<file path="src/rtl/clock_edge_tracker.sv">
// Observes a divided clock generated in the i_clk domain: strobes its edges, measures
// period and high time, and locks once enough consecutive periods match PERIOD.
module clock_edge_tracker #(
   parameter int PERIOD     = 12,
   parameter int LOCK_COUNT = 4,
   parameter int CNT_W      = 8
) (
   input  logic             i_clk,
   input  logic             i_reset_n,
   input  logic             i_clk_div,
   output logic             o_rise,
   output logic             o_fall,
   output logic [CNT_W-1:0] o_period,
   output logic [CNT_W-1:0] o_high_time,
   output logic             o_locked,
   output logic             o_error,
   output logic [7:0]       o_err_count,
   output logic [1:0]       o_state
);

   typedef enum logic [1:0] {
      SEARCH = 2'd0,
      TRACK  = 2'd1,
      LOCKED = 2'd2
   } state_e;

   localparam int GOOD_W = (LOCK_COUNT < 1) ? 1 : $clog2(LOCK_COUNT + 1);
   localparam logic [CNT_W-1:0]  CNT_ONE  = CNT_W'(1);
   localparam logic [CNT_W-1:0]  CNT_MAX  = {CNT_W{1'b1}};
   localparam logic [CNT_W-1:0]  PER_C    = CNT_W'(PERIOD);
   localparam logic [CNT_W-1:0]  TWO_PER  = CNT_W'(2 * PERIOD);
   localparam logic [GOOD_W-1:0] GOOD_ONE = GOOD_W'(1);
   localparam logic [GOOD_W-1:0] LOCK_C   = GOOD_W'(LOCK_COUNT);

   logic              s1_q, s1_d;
   logic              s2_q, s2_d;
   logic              rise_q, rise_d;
   logic              fall_q, fall_d;
   logic [CNT_W-1:0]  pcnt_q, pcnt_d;
   logic [CNT_W-1:0]  hcnt_q, hcnt_d;
   logic [CNT_W-1:0]  period_q, period_d;
   logic [CNT_W-1:0]  high_q, high_d;
   state_e            state_q, state_d;
   logic [GOOD_W-1:0] good_q, good_d;
   logic              locked_q, locked_d;
   logic              error_q, error_d;
   logic [7:0]        err_cnt_q, err_cnt_d;
   logic              rise_evt;
   logic              fall_evt;

   always_comb begin
      s1_d     = i_clk_div;
      s2_d     = s1_q;
      rise_evt = s1_q & ~s2_q;
      fall_evt = ~s1_q & s2_q;
      rise_d   = rise_evt;
      fall_d   = fall_evt;

      period_d = period_q;
      if (rise_evt) begin
         period_d = pcnt_q;
         pcnt_d   = CNT_ONE;
      end else if (pcnt_q != CNT_MAX) begin
         pcnt_d   = pcnt_q + CNT_ONE;
      end else begin
         pcnt_d   = pcnt_q;
      end

      // High time only feeds o_high_time; it never influences locking.
      high_d = high_q;
      hcnt_d = hcnt_q;
      if (rise_evt) begin
         hcnt_d = CNT_ONE;
      end else if (fall_evt) begin
         high_d = hcnt_q;
      end else if (s1_q && (hcnt_q != CNT_MAX)) begin
         hcnt_d = hcnt_q + CNT_ONE;
      end
   end

   always_comb begin
      state_d = state_q;
      good_d  = good_q;
      error_d = 1'b0;
      case (state_q)
         SEARCH: begin
            if (rise_evt) begin
               state_d = TRACK;
               good_d  = '0;
            end
         end
         TRACK: begin
            if (rise_evt) begin
               if (pcnt_q == PER_C) begin
                  good_d = good_q + GOOD_ONE;
                  if ((good_q + GOOD_ONE) == LOCK_C) state_d = LOCKED;
               end else begin
                  error_d = 1'b1;
                  good_d  = '0;
               end
            end else if (pcnt_q == TWO_PER) begin
               error_d = 1'b1;
               good_d  = '0;
               state_d = SEARCH;
            end
         end
         LOCKED: begin
            if (rise_evt) begin
               if (pcnt_q != PER_C) begin
                  error_d = 1'b1;
                  good_d  = '0;
                  state_d = TRACK;
               end
            end else if (pcnt_q == TWO_PER) begin
               // Divided clock has stopped.
               error_d = 1'b1;
               good_d  = '0;
               state_d = SEARCH;
            end
         end
         default: begin
            state_d = SEARCH;
            good_d  = '0;
         end
      endcase

      locked_d  = (state_d == LOCKED);
      err_cnt_d = err_cnt_q;
      if (error_d && (err_cnt_q != 8'hFF)) err_cnt_d = err_cnt_q + 8'd1;
   end

   always_ff @(posedge i_clk) begin
      if (!i_reset_n) begin
         s1_q      <= 1'b0;
         s2_q      <= 1'b0;
         rise_q    <= 1'b0;
         fall_q    <= 1'b0;
         pcnt_q    <= '0;
         hcnt_q    <= '0;
         period_q  <= '0;
         high_q    <= '0;
         state_q   <= SEARCH;
         good_q    <= '0;
         locked_q  <= 1'b0;
         error_q   <= 1'b0;
         err_cnt_q <= '0;
      end else begin
         s1_q      <= s1_d;
         s2_q      <= s2_d;
         rise_q    <= rise_d;
         fall_q    <= fall_d;
         pcnt_q    <= pcnt_d;
         hcnt_q    <= hcnt_d;
         period_q  <= period_d;
         high_q    <= high_d;
         state_q   <= state_d;
         good_q    <= good_d;
         locked_q  <= locked_d;
         error_q   <= error_d;
         err_cnt_q <= err_cnt_d;
      end
   end

   assign o_rise      = rise_q;
   assign o_fall      = fall_q;
   assign o_period    = period_q;
   assign o_high_time = high_q;
   assign o_locked    = locked_q;
   assign o_error     = error_q;
   assign o_err_count = err_cnt_q;
   assign o_state     = state_q;

endmodule
</file>
<file path="config.mk">
export PLATFORM = sky130hd
export DESIGN_NAME = clock_edge_tracker
export DESIGN_NICKNAME = d
export VERILOG_FILES = /design/src/rtl/clock_edge_tracker.sv
export SDC_FILE = /design/constraint.sdc
export NUM_CORES = 1
export LEC_CHECK = 0
export CAP_MARGIN = 0
export CELL_PAD_IN_SITES_DETAIL_PLACEMENT = 0
export CELL_PAD_IN_SITES_GLOBAL_PLACEMENT = 2
export CORE_UTILIZATION = 29
export DETAILED_ROUTE_END_ITERATION = 16
export PLACE_DENSITY_LB_ADDON = 0.1
export SLEW_MARGIN = 20
export SYNTH_ARGS = -nofsm -noshare
export SYNTH_HDL_FRONTEND = slang
export SYNTH_SLANG_ARGS = --single-unit
</file>
<file path="constraint.sdc">
create_clock -name i_clk -period 1.85 [get_ports i_clk]
set_clock_uncertainty 0.1 [all_clocks]
set_input_delay 0.37 -clock i_clk [delete_from_list [all_inputs] [get_ports i_clk]]
set_output_delay 0.37 -clock i_clk [all_outputs]
set_load 0.01 [all_outputs]
</file>
== Word-level counts from Yosys, hierarchy flattened ==
Index checks and enable logic that the tools add are counted.

* Output and inout port bits: 30
* Input port bits: 3
* Register bits after elaboration: 51
* Logic and storage cells: 75

* Muxes and demuxes: 26
* Bitwise operators: 7
* Reductions and logical operators: 10
* Equal/unequal tests: 13
* Add/sub/neg operators: 4

{| class="wikitable"
|+ Operator list
! cell !! number
|-
| adder 8 x 1 -> 8 bit (second input constant) || 3
|-
| != test 8 bit (second input constant) || 3
|-
| two-way mux 3 bit || 6
|-
| two-way mux 2 bit || 7
|-
| two-way mux 1 bit || 10
|-
| one-hot mux 3 bit (3 select lines) || 1
|-
| == test 8 x 4 -> 1 bit (second input constant) || 1
|-
| == test 8 x 5 -> 1 bit (second input constant) || 1
|-
| != test 8 x 4 -> 1 bit (second input constant) || 1
|-
| AND reduction 2 bit || 4
|-
| one-hot mux 2 bit (3 select lines) || 1
|-
| inverter 1 bit || 5
|-
| == test 2 bit (second input constant) || 2
|-
| != test 2 bit (second input constant) || 2
|-
| nonzero test 2 bit || 2
|-
| adder 3 x 1 -> 3 bit (second input constant) || 1
|-
| == test 3 bit (second input constant) || 1
|-
| != test 3 bit (second input constant) || 1
|-
| bitwise AND 1 bit || 2
|-
| == test 2 x 1 -> 1 bit (second input constant) || 1
|-
| logical AND 1 bit || 2
|-
| logical NOT 2 bit || 1
|-
| one-hot mux 1 bit (2 select lines) || 1
|-
| OR reduction 2 bit || 1
|}

== Depth between registers and ports, before layout ==
* Depth in word-level cells: 7
* Mapped depth: 7
* Mapped depth without buffers: 7

== Worst setup path before layout ==
Ideal clock, no wire load.

* Kind: register -> register
* Start point: register pcnt_q[0]
* End point: register err_cnt_q[6] (netlist: o_err_count[6])
* Setup slack: -71 ps
* Path buffers: 0
* Data required time: 1680 ps
* Period minus slack after synthesis: 1921 ps
* Setup time: 70 ps
* Cell stages (with the launch flop): 8
* Arrival time: 1751 ps
* Cell sequence: dfxtp_1 > inv_1 > ha_1 > nor4b_4 > a21o_4 > nand3_4 > or4_1 > a21oi_1

* Cells in the longest elaborated chain, start to end: 5
* Elaborated cells between the ends (all ways): 10
* Classes of those cells: eq/ne (3); mux (6); reduce/logical (1)

{| class="wikitable"
|+ Ends and longest elaborated chain
! element !! line !! source
|-
| start: declaration || 39 || <nowiki>logic [CNT_W-1:0] pcnt_q, pcnt_d;</nowiki>
|-
| start signal: assignment || 152 || <nowiki>pcnt_q <= pcnt_d;</nowiki>
|-
| == test 8 x 5 -> 1 bit (tied with other cells) || 101, 114 ||
|-
| two-way mux 1 bit, on equally long branches || n/a ||
|-
| two-way mux 1 bit, on equally long branches || 108, 93 ||
|-
| one-hot mux 1 bit (2 select lines) (*) || 85 || <nowiki>case (state_q)</nowiki>
|-
| logical AND 1 bit (*) || 129 || <nowiki>if (error_d && (err_cnt_q != 8'hFF)) err_cnt_d = err_cnt_q + 8'd1;</nowiki>
|-
| end signal: assignment || 160 || <nowiki>err_cnt_q <= err_cnt_d;</nowiki>
|-
| end: declaration || 47 || <nowiki>logic [7:0] err_cnt_q, err_cnt_d;</nowiki>
|}

Every way passes the cells marked *; elsewhere a longest branch is shown, timed or not.
A chain may end at the register's enable or synchronous reset.

== Worst setup path after layout ==
* Start point: register pcnt_q[0]
* End point: register good_q[0]

* Cells in the longest elaborated chain, start to end: 4
* Elaborated cells between the ends (all ways): 10
* Classes of those cells: eq/ne (4); mux (5); reduce/logical (1)

{| class="wikitable"
|+ Ends and longest elaborated chain
! element !! line !! source
|-
| == test 8 x 5 -> 1 bit / == test 8 x 4 -> 1 bit (equally long branches) || 101, 114, 94 ||
|-
| two-way mux 3 bit, on equally long branches (2 in a row) || n/a ||
|-
| one-hot mux 3 bit (3 select lines) || 85 ||
|-
| end signal: assignment || 157 || <nowiki>good_q <= good_d;</nowiki>
|-
| end: declaration || 44 || <nowiki>logic [GOOD_W-1:0] good_q, good_d;</nowiki>
|}

Parallel ways exist; a longest one is shown, timed or not.

==> results.py <==
metrics = {
    "clock_tree": {
        "numCtsBuffers": 5,
        "clock_path_buffers": 2,
        "clock_latency_ns": 0.30,
        "h-tree-depth": 2,
        "holdBufCountCts": 0,
        "cts_root_buffer": "clkbuf_8",
        "cts_tree": "built",
        "cts_sinks": 51,
        "clkTransAtPathRegs_ns": 0.09,
    },
    "yosys": {
        "synth_top_area_frac": 0.452,
        "syn_area_mm2": 0.00226,
        "yosys_warnings": 0,
        "syn_nets": 279,
        "synth_cells": 266,
        "synth_top_area_cell": "dfxtp_1",
        "postSynthAreaPerCell_um2": 8.49,
        "ys_seq_area_frac": 0.452,
        "synthTopCellsByArea": "dfxtp_1 (45%), nand2_1 (8.0%), a21oi_1 (6.4%)",
        "yosysUniqueCellTypes": 42,
        "synth.ff_latch_count": 51,
    },
    "hold_path": {
        "min_from": "o_period[6]$_SDFFE_PN0P_",
        "hold_class": "reg2reg",
        "hold_depth": 2,
        "holdPathEnd": "o_period[6]$_SDFFE_PN0P_",
    },
    "flow_run": {
        "maxCapViolations": 0,
    },
    "placed_design": {
        "routabilityCongestion": 0.731,
        "dp.cells": 422,
        "numPortBuffers": 32,
        "dpl.hpwl_um": 3920,
        "dp_slack_ns": -0.0934,
    },
    "detailed_routing": {
        "highest_layer": "met4",
        "num_vias": 2060,
        "met1_length_um": 2670,
        "routedWlPerCell_um": 12.5,
        "vias_per_cell": 4.74,
        "drt_iter0_drc": 65,
        "met3WireLength_um": 167,
        "wl_met2_um": 2550,
        "antenna_left": 0,
        "drt_wl_total_um": 5450,
        "route.detailed.drc": 0,
        "first_pass_iters": 4,
    },
    "final_layout": {
        "antennaDiodeCount": 0,
        "num-nets-final": 349,
        "fin_util": 0.429,
        "stdcell_count": 435,
        "syn2layout_area_growth_pct": 40.6,
        "drive_gt1_frac": 0.217,
    },
    "die": {
        "die_w_um": 90.3,
        "start_util": 0.305,
        "die_y_um": 90.3,
        "core-area_mm2": 0.00741,
        "num_io_pins": 33,
        "dieArea_mm2": 0.00815,
        "core.rowCount": 31,
    },
    "global_route": {
        "grt_overflow": 0,
        "grt_use_total": 0.139,
        "grt_pass1_vias": 1927,
        "grt_pass1_wl_um": 9230,
        "grt_max_degree": 26,
        "antenna_found_initial": 0,
    },
    "sta": {
        "worst_pin_slew_ns": 0.377,
        "period_share": 1.07,
        "final_max_slew_viol_count": 0,
        "setup_slack_ns": -0.127,
        "maxSlewHeadroom": 0.745,
        "rsz0062_at_grt": "true",
        "timing.final.hold_violations": 0,
        "finalSetupViolCount": 7,
        "fin_crit_ns": 1.98,
        "fmax_mhz": 506,
    },
    "critical_path": {
        "startpoint": "pcnt_q[0]$_SDFFE_PN0P_",
        "crit_type": "reg2reg",
        "worst_setup_path_start_kind": "flip-flop",
        "cp_data_required_time_ns": 1.94,
        "rr_endpoint": "good_q[0]$_SDFFE_PN0P_",
        "arrival_ns": 2.07,
        "critPathMaxFanout": 4,
        "reg2reg_slack_ns": -0.13,
        "end_kind": "flip-flop",
        "ff2ff_path_depth": 9,
        "crit-reg2reg-launch": "pcnt_q[0]$_SDFFE_PN0P_",
    },
    "power": {
        "p_per_area_mw_per_mm2": 620,
        "power_w": 0.00197,
        "ir_worst_vdd_uv": 323,
        "leakagePower_nw": 1.18,
    },
    "run_status": {
        "status": "complete, but fails checks",
        "violations": "setup timing",
    },
}
## layout make-up
type / count / area, µm²
fill: 755 / 4230
clock buffer: 5 / 68.8
clock inverter: 2 / 13.8
inverter: 10 / 37.5
timing repair buffer: 72 / 631
multi-input combinational: 196 / 1280
sequential: 51 / 1020
tap: 99 / 124
## worst max path at each step
stage / slack, ns / to
final: -0.13 / good_q[0]$_SDFFE_PN0P_
after detailed placement: -0.09 / o_err_count[4]$_SDFFE_PN0P_
after floorplan: 0.005 / o_err_count[6]$_SDFFE_PN0P_
after global placement: -0.06 / o_err_count[5]$_SDFFE_PN0P_
after CTS: -0.04 / o_err_count[7]$_SDFFE_PN0P_
after global routing: -0.20 / o_err_count[5]$_SDFFE_PN0P_
## power breakdown
part	internal, W	total [W]	switching, W
clock network	0.000260	0.000635	0.000375
registers	0.00111	0.00113	0.0000117
logic	0.0000998	0.000210	0.000110
## worst max-delay path, cell delays in order (launching register included)
cell and delay [ns]:
dfxtp_2 0.35, inv_2 0.06, ha_4 0.15, nor4b_4 0.12
buf_6 0.13, buf_4 0.15, and3_4 0.17, a221oi_2 0.29
nor2_1 0.10, mux2_4 0.26
## through the flow
step                      hold slack (ns)  area [µm²]  TNS (ns)
after global routing                0.370        3180     -1.30
after CTS                           0.360        3060   -0.0977
final                               0.357        3180    -0.405
after detailed placement            0.346        2930    -0.504
after global placement              0.345        2930    -0.246
after floorplan                     0.353        2260         0
## logic make-up after synthesis
logic type / synth area share
buf+inv: 0.0321
simple gates: 0.262
compound gates: 0.149
mux: 0.0183
xor+xnor: 0.0310
flops: 0.452
fa+ha+maj: 0.0554
## layer usage
layer  GRT usage  vias up
met4      0.0417        0
met5           0        -
met1       0.180      960
met3      0.0337        6
met2       0.226       31
li1            -     1063
## state kept, by name (all words and copies together), names as in the netlist
register,count
hcnt_q,8
o_state,2
good_q,3
o_fall,1
o_period,8
o_high_time,8
s2_q,1
o_err_count,8
s1_q,1
pcnt_q,8
o_locked,1
o_error,1
o_rise,1
## cells in the mapped netlist
cell type,count
dfxtp_1,51
nand2_1,48
a21oi_1,29
nor2_1,19
o21ai_0,11
ha_1,10
inv_1,10
nand3_1,8
nor3_1,7
nand4_1,6
clkbuf_1,5
a31oi_1,4
and2_1,4
nand2b_1,4
or3_1,4
xnor2_1,4
xor2_1,4
a221oi_1,3
buf_1,3
mux2i_1,3
or4_1,3
a211oi_1,2
and3_1,2
and3b_1,2
nor2b_1,2
o21a_1,2
a21o_1,1
a21o_4,1
a22o_1,1
and3_2,1
and4_1,1
buf_2,1
mux2_2,1
nand3_2,1
nand3_4,1
nor4_1,1
nor4b_4,1
o21bai_1,1
o32ai_1,1
o41ai_1,1
or2_2,1
or3_2,1
## cells in the final DEF, fill, tap and decap left out, types with 3 or more instances in the layout
master	count
dfxtp_1	49
nand2_1	48
buf_4	38
clkdlybuf4s50_1	31
a21oi_1	28
nor2_1	19
o21ai_0	10
ha_1	9
inv_1	8
nand3_1	8
nand4_1	6
nor3_1	6
clkbuf_8	5
nand2b_1	4
xnor2_1	4
or3_1	4
xor2_1	4
and2_1	4
mux2i_1	3
## what timing repair did
item | in CTS | in global routing
gates resized for setup | 7 | 18
buffers inserted | 3 | 3
setup endpoints to repair | 12 | 15
pin swaps | 7 | 12
Note: power is estimated with default switching activity, not from simulation.
